==> src/rtl/instr_loader_pkg.sv <==
// -----------------------------------------------------------------------------
// instr_loader_pkg
//   Shared types and constants for the instruction-memory loader.
//   - state_t        : loader FSM states (CHECK is only reachable when the
//                      INSTR_LOADER_CHECKSUM_EN build option is defined)
//   - BYTES_PER_WORD : host bytes packed into one 32-bit instruction word
//   - lane_t         : byte-lane index inside a word
// -----------------------------------------------------------------------------
package instr_loader_pkg;

  localparam int BYTES_PER_WORD = 4;
  localparam int LANE_W         = $clog2(BYTES_PER_WORD);

  typedef logic [LANE_W-1:0] lane_t;

  localparam lane_t LAST_LANE = lane_t'(BYTES_PER_WORD - 1);

  typedef enum logic [1:0] {
    IDLE  = 2'd0,
    LOAD  = 2'd1,
    CHECK = 2'd2,
    DONE  = 2'd3
  } state_t;

endpackage : instr_loader_pkg

==> src/rtl/instr_loader_if.sv <==
// -----------------------------------------------------------------------------
// instr_loader_if
//   Host byte-stream link (valid/ready) into the instruction loader.
//   Signals:
//     byte_valid : host has a byte available      (host -> loader)
//     byte_data  : the byte                       (host -> loader)
//     byte_ready : loader takes the byte this cycle when byte_valid is high
//                                                 (loader -> host)
//   Modports:
//     master : the host side
//     slave  : the loader side
// -----------------------------------------------------------------------------
interface instr_loader_if;

  logic       byte_valid;
  logic [7:0] byte_data;
  logic       byte_ready;

  modport master (output byte_valid, output byte_data, input  byte_ready);
  modport slave  (input  byte_valid, input  byte_data, output byte_ready);

endinterface : instr_loader_if

==> src/rtl/byte_packer.sv <==
// -----------------------------------------------------------------------------
// byte_packer
//   Packs a byte stream little-endian into 32-bit words: the first byte of a
//   word lands in bits [7:0], the fourth in bits [31:24].
//   Ports:
//     clk, rst_n  : clock, asynchronous active-low reset
//     clear       : synchronous restart at lane 0 (new load)
//     take        : a byte is transferred this cycle
//     byte_data   : the byte being transferred
//     word_valid  : this transfer completes a word (combinational)
//     word        : the completed word, valid together with word_valid
// -----------------------------------------------------------------------------
module byte_packer
  import instr_loader_pkg::*;
(
  input  logic        clk,
  input  logic        rst_n,
  input  logic        clear,
  input  logic        take,
  input  logic [7:0]  byte_data,
  output logic        word_valid,
  output logic [31:0] word
);

  lane_t       lane_q;
  // Lanes 0..2 are held here; lane 3 is taken straight from the input so the
  // finished word is available in the same cycle as its last byte.
  logic [23:0] low_q;

  // NOTE: state is updated with non-blocking assignments so every register
  // samples the values from before the clock edge, regardless of statement
  // order.
  always_ff @(posedge clk or negedge rst_n) begin
    if (!rst_n) begin
      lane_q <= '0;
      low_q  <= '0;
    end else if (clear) begin
      lane_q <= '0;
    end else if (take) begin
      // Lane counter wraps 3 -> 0 naturally at its 2-bit width.
      lane_q <= lane_q + lane_t'(1);
      case (lane_q)
        lane_t'(0): low_q[7:0]   <= byte_data;
        lane_t'(1): low_q[15:8]  <= byte_data;
        lane_t'(2): low_q[23:16] <= byte_data;
        default:    ;
      endcase
    end
  end

  assign word_valid = take && (lane_q == LAST_LANE);
  assign word       = {byte_data, low_q};

endmodule : byte_packer

==> src/rtl/instr_loader.sv <==
// -----------------------------------------------------------------------------
// instr_loader
//   Writer side of the instruction memory. Accepts bytes from the host link,
//   packs them little-endian into 32-bit words and writes them to consecutive
//   word addresses starting at 0. Holds the CPU in reset while loading.
//
//   Build option: INSTR_LOADER_CHECKSUM_EN
//     Defined   : after the data, one extra byte is accepted and compared with
//                 the XOR of all data bytes; err reports a mismatch and keeps
//                 the CPU held in reset.
//     Undefined : no checksum byte, err is tied low.
//
//   Ports:
//     clk, rst_n : clock, asynchronous active-low reset
//     start      : request a load (sampled only in IDLE)
//     len        : words to load, saturated to 2**ADDRESS_WIDTH
//     host       : byte-stream link (instr_loader_if.slave)
//     WE/WA/WD   : instruction RAM write port (WA/WD hold while WE=0)
//     busy       : load in progress
//     done       : one-cycle completion pulse
//     cpu_rst    : active-high CPU reset hold
//     err        : checksum mismatch of the last load
// -----------------------------------------------------------------------------
module instr_loader
  import instr_loader_pkg::*;
#(
  parameter int ADDRESS_WIDTH = 12,
  parameter int DATA_WIDTH    = 32  // must be 32: four bytes per word
) (
  input  logic                     clk,
  input  logic                     rst_n,
  input  logic                     start,
  input  logic [ADDRESS_WIDTH:0]   len,
  instr_loader_if.slave            host,
  output logic                     WE,
  output logic [ADDRESS_WIDTH-1:0] WA,
  output logic [DATA_WIDTH-1:0]    WD,
  output logic                     busy,
  output logic                     done,
  output logic                     cpu_rst,
  output logic                     err
);

  localparam logic [ADDRESS_WIDTH:0] MAX_LEN = {1'b1, {ADDRESS_WIDTH{1'b0}}};
  localparam logic [ADDRESS_WIDTH:0] ONE     = {{ADDRESS_WIDTH{1'b0}}, 1'b1};

  state_t                 state_q;
  logic                   byte_ready_q;
  logic [ADDRESS_WIDTH:0] len_q;
  // One bit wider than WA so a full-depth load ends at 2**ADDRESS_WIDTH
  // without aliasing back to address 0.
  logic [ADDRESS_WIDTH:0] word_cnt_q;

  logic [ADDRESS_WIDTH:0] len_sat;
  logic                   start_ok;
  logic                   take;
  logic                   word_valid;
  logic [31:0]            word;
  logic                   last_word;

  assign len_sat   = (len > MAX_LEN) ? MAX_LEN : len;
  assign start_ok  = (state_q == IDLE) && start;
  assign take      = host.byte_valid && byte_ready_q && (state_q == LOAD);
  assign last_word = (word_cnt_q == len_q - ONE);

  assign host.byte_ready = byte_ready_q;

  byte_packer u_packer (
    .clk        (clk),
    .rst_n      (rst_n),
    .clear      (start_ok),
    .take       (take),
    .byte_data  (host.byte_data),
    .word_valid (word_valid),
    .word       (word)
  );

`ifdef INSTR_LOADER_CHECKSUM_EN
  logic [7:0] xor_q;
  logic       ck_take;
  logic       ck_bad;

  assign ck_take = host.byte_valid && byte_ready_q && (state_q == CHECK);
  assign ck_bad  = (host.byte_data != xor_q);
`else
  assign err = 1'b0;
`endif

  always_ff @(posedge clk or negedge rst_n) begin
    if (!rst_n) begin
      state_q      <= IDLE;
      byte_ready_q <= 1'b0;
      len_q        <= '0;
      word_cnt_q   <= '0;
      WE           <= 1'b0;
      WA           <= '0;
      WD           <= '0;
      busy         <= 1'b0;
      done         <= 1'b0;
      cpu_rst      <= 1'b1;
`ifdef INSTR_LOADER_CHECKSUM_EN
      xor_q        <= '0;
      err          <= 1'b0;
`endif
    end else begin
      // Pulsed outputs fall back low unless re-asserted below.
      WE   <= 1'b0;
      done <= 1'b0;

      case (state_q)
        IDLE: begin
          if (start) begin
            len_q      <= len_sat;
            word_cnt_q <= '0;
`ifdef INSTR_LOADER_CHECKSUM_EN
            xor_q      <= '0;
            err        <= 1'b0;
`endif
            if (len_sat == '0) begin
              state_q <= DONE;
              done    <= 1'b1;
              cpu_rst <= 1'b0;
            end else begin
              state_q      <= LOAD;
              byte_ready_q <= 1'b1;
              busy         <= 1'b1;
              cpu_rst      <= 1'b1;
            end
          end
        end

        LOAD: begin
          if (take) begin
`ifdef INSTR_LOADER_CHECKSUM_EN
            xor_q <= xor_q ^ host.byte_data;
`endif
            if (word_valid) begin
              WE         <= 1'b1;
              WA         <= word_cnt_q[ADDRESS_WIDTH-1:0];
              WD         <= DATA_WIDTH'(word);
              word_cnt_q <= word_cnt_q + ONE;
              if (last_word) begin
`ifdef INSTR_LOADER_CHECKSUM_EN
                // byte_ready stays high for the checksum byte.
                state_q      <= CHECK;
`else
                state_q      <= DONE;
                byte_ready_q <= 1'b0;
                busy         <= 1'b0;
                done         <= 1'b1;
                cpu_rst      <= 1'b0;
`endif
              end
            end
          end
        end

`ifdef INSTR_LOADER_CHECKSUM_EN
        CHECK: begin
          if (ck_take) begin
            state_q      <= DONE;
            byte_ready_q <= 1'b0;
            busy         <= 1'b0;
            done         <= 1'b1;
            err          <= ck_bad;
            cpu_rst      <= ck_bad;
          end
        end
`endif

        DONE: begin
          state_q <= IDLE;
        end

        default: begin
          state_q      <= IDLE;
          byte_ready_q <= 1'b0;
          busy         <= 1'b0;
        end
      endcase
    end
  end

endmodule : instr_loader
==> src/flat_wrapper.sv <==
// flat-port wrapper written by rule: the top's interface ports become plain ports
module instr_loader_flat import instr_loader_pkg::*;
#(
  parameter int ADDRESS_WIDTH = 12,
  parameter int DATA_WIDTH    = 32                                    
)
  (clk, rst_n, start, len, WE, WA, WD, busy, done, cpu_rst, err, host_byte_valid, host_byte_data, host_byte_ready);
  instr_loader_if host_i ();
  input  logic clk;
  input  logic rst_n;
  input  logic start;
  input  logic [ADDRESS_WIDTH:0] len;
  output logic WE;
  output logic [ADDRESS_WIDTH-1:0] WA;
  output logic [DATA_WIDTH-1:0] WD;
  output logic busy;
  output logic done;
  output logic cpu_rst;
  output logic err;
  input wire logic [$bits(host_i.byte_valid)-1:0] host_byte_valid;
  input wire logic [$bits(host_i.byte_data)-1:0] host_byte_data;
  output wire logic [$bits(host_i.byte_ready)-1:0] host_byte_ready;
  assign host_i.byte_valid = host_byte_valid;
  assign host_i.byte_data = host_byte_data;
  assign host_byte_ready = host_i.byte_ready;
  instr_loader #(.ADDRESS_WIDTH(ADDRESS_WIDTH), .DATA_WIDTH(DATA_WIDTH)) u_core (.clk(clk), .rst_n(rst_n), .start(start), .len(len), .host(host_i), .WE(WE), .WA(WA), .WD(WD), .busy(busy), .done(done), .cpu_rst(cpu_rst), .err(err));
endmodule
==> config.mk <==
export PLATFORM = sky130hd
export DESIGN_NAME = instr_loader_flat
export DESIGN_NICKNAME = d
export VERILOG_FILES = /design/src/rtl/instr_loader_pkg.sv /design/src/rtl/instr_loader_if.sv /design/src/rtl/byte_packer.sv /design/src/rtl/instr_loader.sv /design/src/flat_wrapper.sv
export SDC_FILE = /design/constraint.sdc
export NUM_CORES = 1
export LEC_CHECK = 0
export ABC_AREA = 1
export BUFFER_PORTS_ARGS = -buffer_cell sky130_fd_sc_hd__buf_4
export CELL_PAD_IN_SITES_DETAIL_PLACEMENT = 1
export CELL_PAD_IN_SITES_GLOBAL_PLACEMENT = 1
export CORE_UTILIZATION = 42
export DETAILED_ROUTE_END_ITERATION = 12
export PLACE_DENSITY = 0.83
export SLEW_MARGIN = 20
export SYNTH_ARGS = -nofsm -noshare
export SYNTH_HDL_FRONTEND = slang
export SYNTH_SLANG_ARGS = --single-unit
==> constraint.sdc <==
create_clock -name clk -period 2.1 [get_ports clk]
set_input_delay 0.21 -clock clk [delete_from_list [all_inputs] [get_ports clk]]
set_output_delay 0.21 -clock clk [all_outputs]
set_load 0.005 [all_outputs]
* Word-level counts from Yosys, hierarchy flattened
Index checks and enable logic that the tools add are counted.
Word-level totals: memories 0, ROM bits 0, flip-flop bits (word level) 102, input port bits 25, latch bits 0, memory bits (writable) 0
Operators by class: div/mod/pow operators 0, bitwise gates (word level) 2, $add $sub $neg 3, equality and inequality tests 11, multiply operators 0, shifts and indexed selects 0, $lt $le $gt $ge 1, multiplexer cells 31, reductions and logical operators 18
Operator list (count):
- $mux 13 | 4
- $pmux 13 s2 | 1
- $mux 1 | 15
- $mux 2 | 7
- $add 13x1->13 const B | 1
- $eq 13x13->1 | 1
- $gt 13x13->1 const B | 1
- $logic_not 13->1 | 1
- $sub 13x1->13 const B | 1
- $reduce_and 3->1 | 4
- $ne 2x2->1 const B | 4
- $reduce_and 4->1 | 2
- $eq 2x2->1 const B | 3
- $reduce_and 6->1 | 1
- $reduce_and 5->1 | 1
- $eq 2x1->1 const B | 2
- $logic_and 1x1->1 | 4
- $logic_not 2->1 | 2
- $pmux 1 s2 | 2
- $pmux 2 s2 | 1
- $reduce_bool 2->1 | 2
- $pmux 1 s3 | 1
- $add 2x1->2 const B | 1
- $ne 2x1->1 const B | 1
- other kinds (2) | 3

* Longest topological paths before layout
depth in word-level cells 6, gate-level depth with buffers 17, depth with buffers taken out 17

* Hierarchy
From an unflattened synthesis, not the netlist that was laid out.
Unflattened totals: cell total of the unflattened synthesis 594, area total of the unflattened synthesis 4855.9 um2
By module, submodules not included:
- instr_loader | area each 3637.2 um2, instances 1, cells an instance 460
- byte_packer | area each 1218.7 um2, instances 1, cells an instance 134

* Least setup slack after synthesis
No wires, ideal clock.
path kind flip-flop to flip-flop, start register u_core.len_q[0], end register u_core.busy, path slack 0.440 ns, clock period less this slack 1.660 ns, data arrival time 1.536 ns, buffers on the path 0, cell stages (with the launch flop) 16, cells stage by stage dfrtp_1 -> inv_1 -> ha_1 -> nand2_1 -> nor2_2 -> nand2_1 -> nand2_1 -> nand2_1 -> nor2_2 -> nand2_1 -> nor2_1 -> nand2_1 -> nand2_1 -> nand2_1 -> nand2_1 -> nand2_1
Between the ends: longest elaborated chain between the ends 4
RTL lines:
- start, declared | line instr_loader.sv:49 | logic [ADDRESS_WIDTH:0] len_q;
- start signal, assigned | line instr_loader.sv:113 | len_q <= len_sat;
- $sub 13x1->13 | line instr_loader.sv:64 | assign last_word = (word_cnt_q == len_q - ONE);
- $eq 13x13->1 | line instr_loader.sv:64
- $ne 2x1->1 (no line)
- $reduce_and 6->1 (no line)
- end signal, assigned | line instr_loader.sv:98 | busy <= 1'b0;
- end signal, assigned | line instr_loader.sv:126 | busy <= 1'b1;
- end signal, assigned | line instr_loader.sv:149 | busy <= 1'b0;
- end, declared | line instr_loader.sv:38 | output logic busy,
No other way between the ends. A chain may end at the register's enable or synchronous reset.

* Worst setup path after layout
start register u_core.len_q[2], end register u_core.busy
The elaborated chain is that of the path after synthesis.

==> impl_metrics.py <==
metrics = {
    "layout": {
        "area_growth_syn_to_layout_pct": 21.09,
        "regArea_um2": 2554,
        "antenna_cells": 0,
        "final_nets": 665,
        "final_cells": 778,
        "drive_gt1_share_pct": 17.87,
        "multi_input_area_um2": 1793,
        "num-fill-cells": 1323,
    },
    "placed_design": {
        "gp_congestion": 0.8744,
        "dpl.cell_count": 762,
        "pre_cts_ws_ns": 0.1255,
        "numPortBuffers": 73,
        "hpwl_mm": 8.677,
    },
    "detailed_routing": {
        "viasPerCell": 5.073,
        "num_vias": 3947,
        "avgRoutedWirePerCell_um": 15.51,
        "drt_iter0_markers": 148,
        "drt-total-wl_mm": 12.07,
        "ant_nets": 0,
        "detail_route.drc_violations": 0,
        "drtPass1Iterations": 4,
    },
    "power_and_ir_drop": {
        "combPwrFrac_pct": 25.5,
        "p_sw_share_pct": 31.16,
        "p_int_mw": 4.169,
        "leakage_nw": 3.024,
        "total_power_mw": 6.055,
        "p_sw_mw": 1.887,
        "p_per_area_nw_per_um2": 1070,
        "p_clk_share_pct": 25.1,
        "seqPwrFrac_pct": 49.3,
        "ir_drop_mv": 0.4421,
    },
    "worst_setup_path": {
        "crit_chain": "nor2_1 > nand2_1 > o21ai_0 > nand2_1 > nand2_1 > nand2_1 > nor2_1 > nand2_1 > nand2_1 > nand2_1 > nand2_1 > nand2_1",
        "critPathMaxFanout": 5,
        "worstSetupPathType": "reg -> reg",
        "crit_slowest_cell": "dfrtp_1",
        "cpPeakStageDelay_ns": 0.42,
        "critical_path_arrival_ns": 2.13,
        "crit_path_start_kind": "register",
        "cpMostUsedCell": "nand2_1",
        "endpoint_kind": "register",
        "cp_top_family": "simple AND/OR/NAND/NOR gates",
        "crit_buf_inv": 0,
        "critical_path_required_ns": 2.36,
    },
    "floorplanning": {
        "die_w_um": 107.5,
        "core-area_um2": 10840,
        "die_h_um": 107.5,
        "dieArea_um2": 11560,
        "rows": 38,
        "pin_count": 75,
        "start_util_pct": 43.12,
    },
    "clocking": {
        "cts_sinks": 102,
        "cts_tree": "built",
        "cts-root-buf": "clkbuf_8",
        "cts_buffer_depth": 2,
        "cts_max_level": 3,
        "clkSlewWorstSetupHoldPaths_ns": 0.10,
        "insertion_delay_ns": 0.37,
        "cts-buffers-inserted": 9,
    },
    "global_routing": {
        "grt_pass1_wl_mm": 20.02,
        "first_global_vias": 4083,
        "grt_max_degree": 65,
        "antenna_found_initial": 0,
        "track_usage_pct": 22.56,
        "grt_overflow": 0,
    },
    "logic_synthesis": {
        "synth_compound_area_share_pct": 9.663,
        "synthTopCellsByArea": "dfrtp_1, nand2_1, o21ai_0, inv_1, nor2_1",
        "synth_fa_ha_area_share_pct": 1.606,
        "yosysTopAreaCellShare_pct": 54.07,
        "synth_top_family_by_area": "simple AND/OR/NAND/NOR gates",
        "post_synth.cell_area_avg_um2": 8.332,
        "synthSimpleGateAreaFrac_pct": 24.22,
        "yosysSeqAreaShare_pct": 54.63,
        "synth.ff_latch_count": 102,
        "syn-num-nets": 592,
        "synthXorXnorAreaFrac_pct": 2.355,
        "synth_mux_area_share_pct": 0,
        "synth_area_leader_cell": "dfrtp_1",
        "netlist_area_um2": 4674,
        "ys_types": 30,
        "synthesis.instances": 561,
        "yosys_warnings": 0,
    },
    "timing": {
        "fin_crit_ns": 1.870,
        "hold_viol": 0,
        "skew_ns": 0.009787,
        "fin_setup_tns_ns": 0,
        "rsz0062_at_grt": "no",
        "hold_ws_ns": 0.09292,
        "relSlewSlack_pct": 58.02,
        "setup_violations": 0,
        "setup_ws_ns": 0.2296,
        "timing.fmax_mhz": 534.7,
        "tightest_slew_ns": 0.6296,
        "fin_crit_sh_pct": 89.06,
        "drv_slew": 0,
    },
    "hold_path": {
        "hold_class": "in -> reg",
    },
    "status": {
        "outcome": "completed",
    },
    "job": {
        "cap_violations": 0,
    },
}
## power groups by stage
| stage | combinational [mW] | sequential (mW) | clock (mW) |
|---|---|---|---|
| 6_report | 1.55 | 2.99 | 1.52 |
| 5_1_grt | 1.78 | 3.06 | 1.64 |
| 4_1_cts | 1.58 | 2.99 | 1.56 |
| 3_5_place_dp | 1.55 | 3.02 | 0 |
| 3_3_place_gp | 1.45 | 2.98 | 0 |
| 2_1_floorplan | 0.711 | 2.95 | 0 |
## metrics by stage
| step | util (%) | instance area, um^2 |
|---|---|---|
| final | 52.22 | 5660 |
| after global routing | 52.22 | 5660 |
| after CTS | 52.03 | 5640 |
| after detailed placement | 49.69 | 5386 |
| after global placement | 49.69 | 5386 |
| after floorplan | - | 4674 |
## routing by layer
metal	up-vias	wire length [um]	global-route usage, %
met2	72	6316	40.84
met3	15	363	4.116
met4	0	157	6.262
met5	-	0	0
li1	1901	-	-
met1	1959	5228	27.24
## repair_timing
item,CTS,global route
hold buffers,1,0
setup buffers,0,0
setup endpoints to repair,0,3
endpoints found under the hold margin,45,0
resized for setup,0,5
## Yosys cell counts (all sizes together)
master    n
a21oi    13
a31oi     1
and3      1
buf       7
clkbuf   11
conb      1
dfrtp   101
dfstp     1
ha        6
inv      71
nand2   193
nand3    22
nand4     6
nor2     36
nor3      5
nor3b     1
nor4      1
o21ai    61
o22ai    12
xnor2     3
xnor3     1
xor2      7
## flip-flops by register name, indices dropped and copies added, names as in the netlist
signal and flops:
u_core.WD 32, u_core.u_packer.low_q 24, u_core.WA 12, u_core.state_q 2
u_core.busy 1, u_core.word_cnt_q 13, u_core.u_packer.lane_q 2, u_core.len_q 13
u_core.WE 1, u_core.cpu_rst 1, u_core.done 1
## final cells by class
type / instances / area share, %
flip-flops and latches: 102 / 45.11
well taps: 140 / 3.095
inverters: 71 / 4.708
clock buffers: 10 / 2.431
repair buffers: 80 / 11.10
multi-input cells: 370 / 31.68
clock inverters: 5 / 1.879
## tightest hold or removal path, cell delays in order
cell and delay, ns:
buf_4 0.12, inv_1 0.04, o22ai_1 0.06
## kinds of logic (layout without fill, tap and decap cells)
kind of cell               count (synthesis)  after routing
AOI/OAI and AO/OA                         87             87
buffers and inverters                     89            166
other                                      1              1
adders and majority gates                  6              6
DFF                                      102            102
and+or+nand+nor                          265            265
xor gates and xnor gates                  11             11
## placed cells by master, fill, tap and decap left out, types with 7 or more instances in the layout
cell / netlist / layout
nor2_1: 29 / 28
o22ai_1: 12 / 12
inv_1: 67 / 66
nand3_1: 20 / 20
xor2_1: 7 / 7
a21oi_1: 13 / 13
clkbuf_8: 0 / 10
o21ai_0: 61 / 61
buf_4: 2 / 77
dfrtp_1: 101 / 101
nand2_1: 193 / 193
## worst paths after layout
kind / from / to / slack [ns] / cells past startpoint
min in group asynchronous: rst_n / u_core.WA[2]$_DFFE_PN0P_ / 0.42 / 2
max in group asynchronous: rst_n / u_core.WD[24]$_DFFE_PN0P_ / 1.02 / 3
worst min register to register: u_core.WA[0]$_DFFE_PN0P_ / u_core.WA[0]$_DFFE_PN0P_ / 0.48 / 2
worst min-delay path: len[0] / u_core.len_q[0]$_DFFE_PN0P_ / 0.09 / 3
worst max register to register: u_core.len_q[2]$_DFFE_PN0P_ / u_core.busy$_DFFE_PN0P_ / 0.23 / 12
worst max-delay path: u_core.len_q[2]$_DFFE_PN0P_ / u_core.busy$_DFFE_PN0P_ / 0.23 / 12
Power figures use the tool's default switching activity.
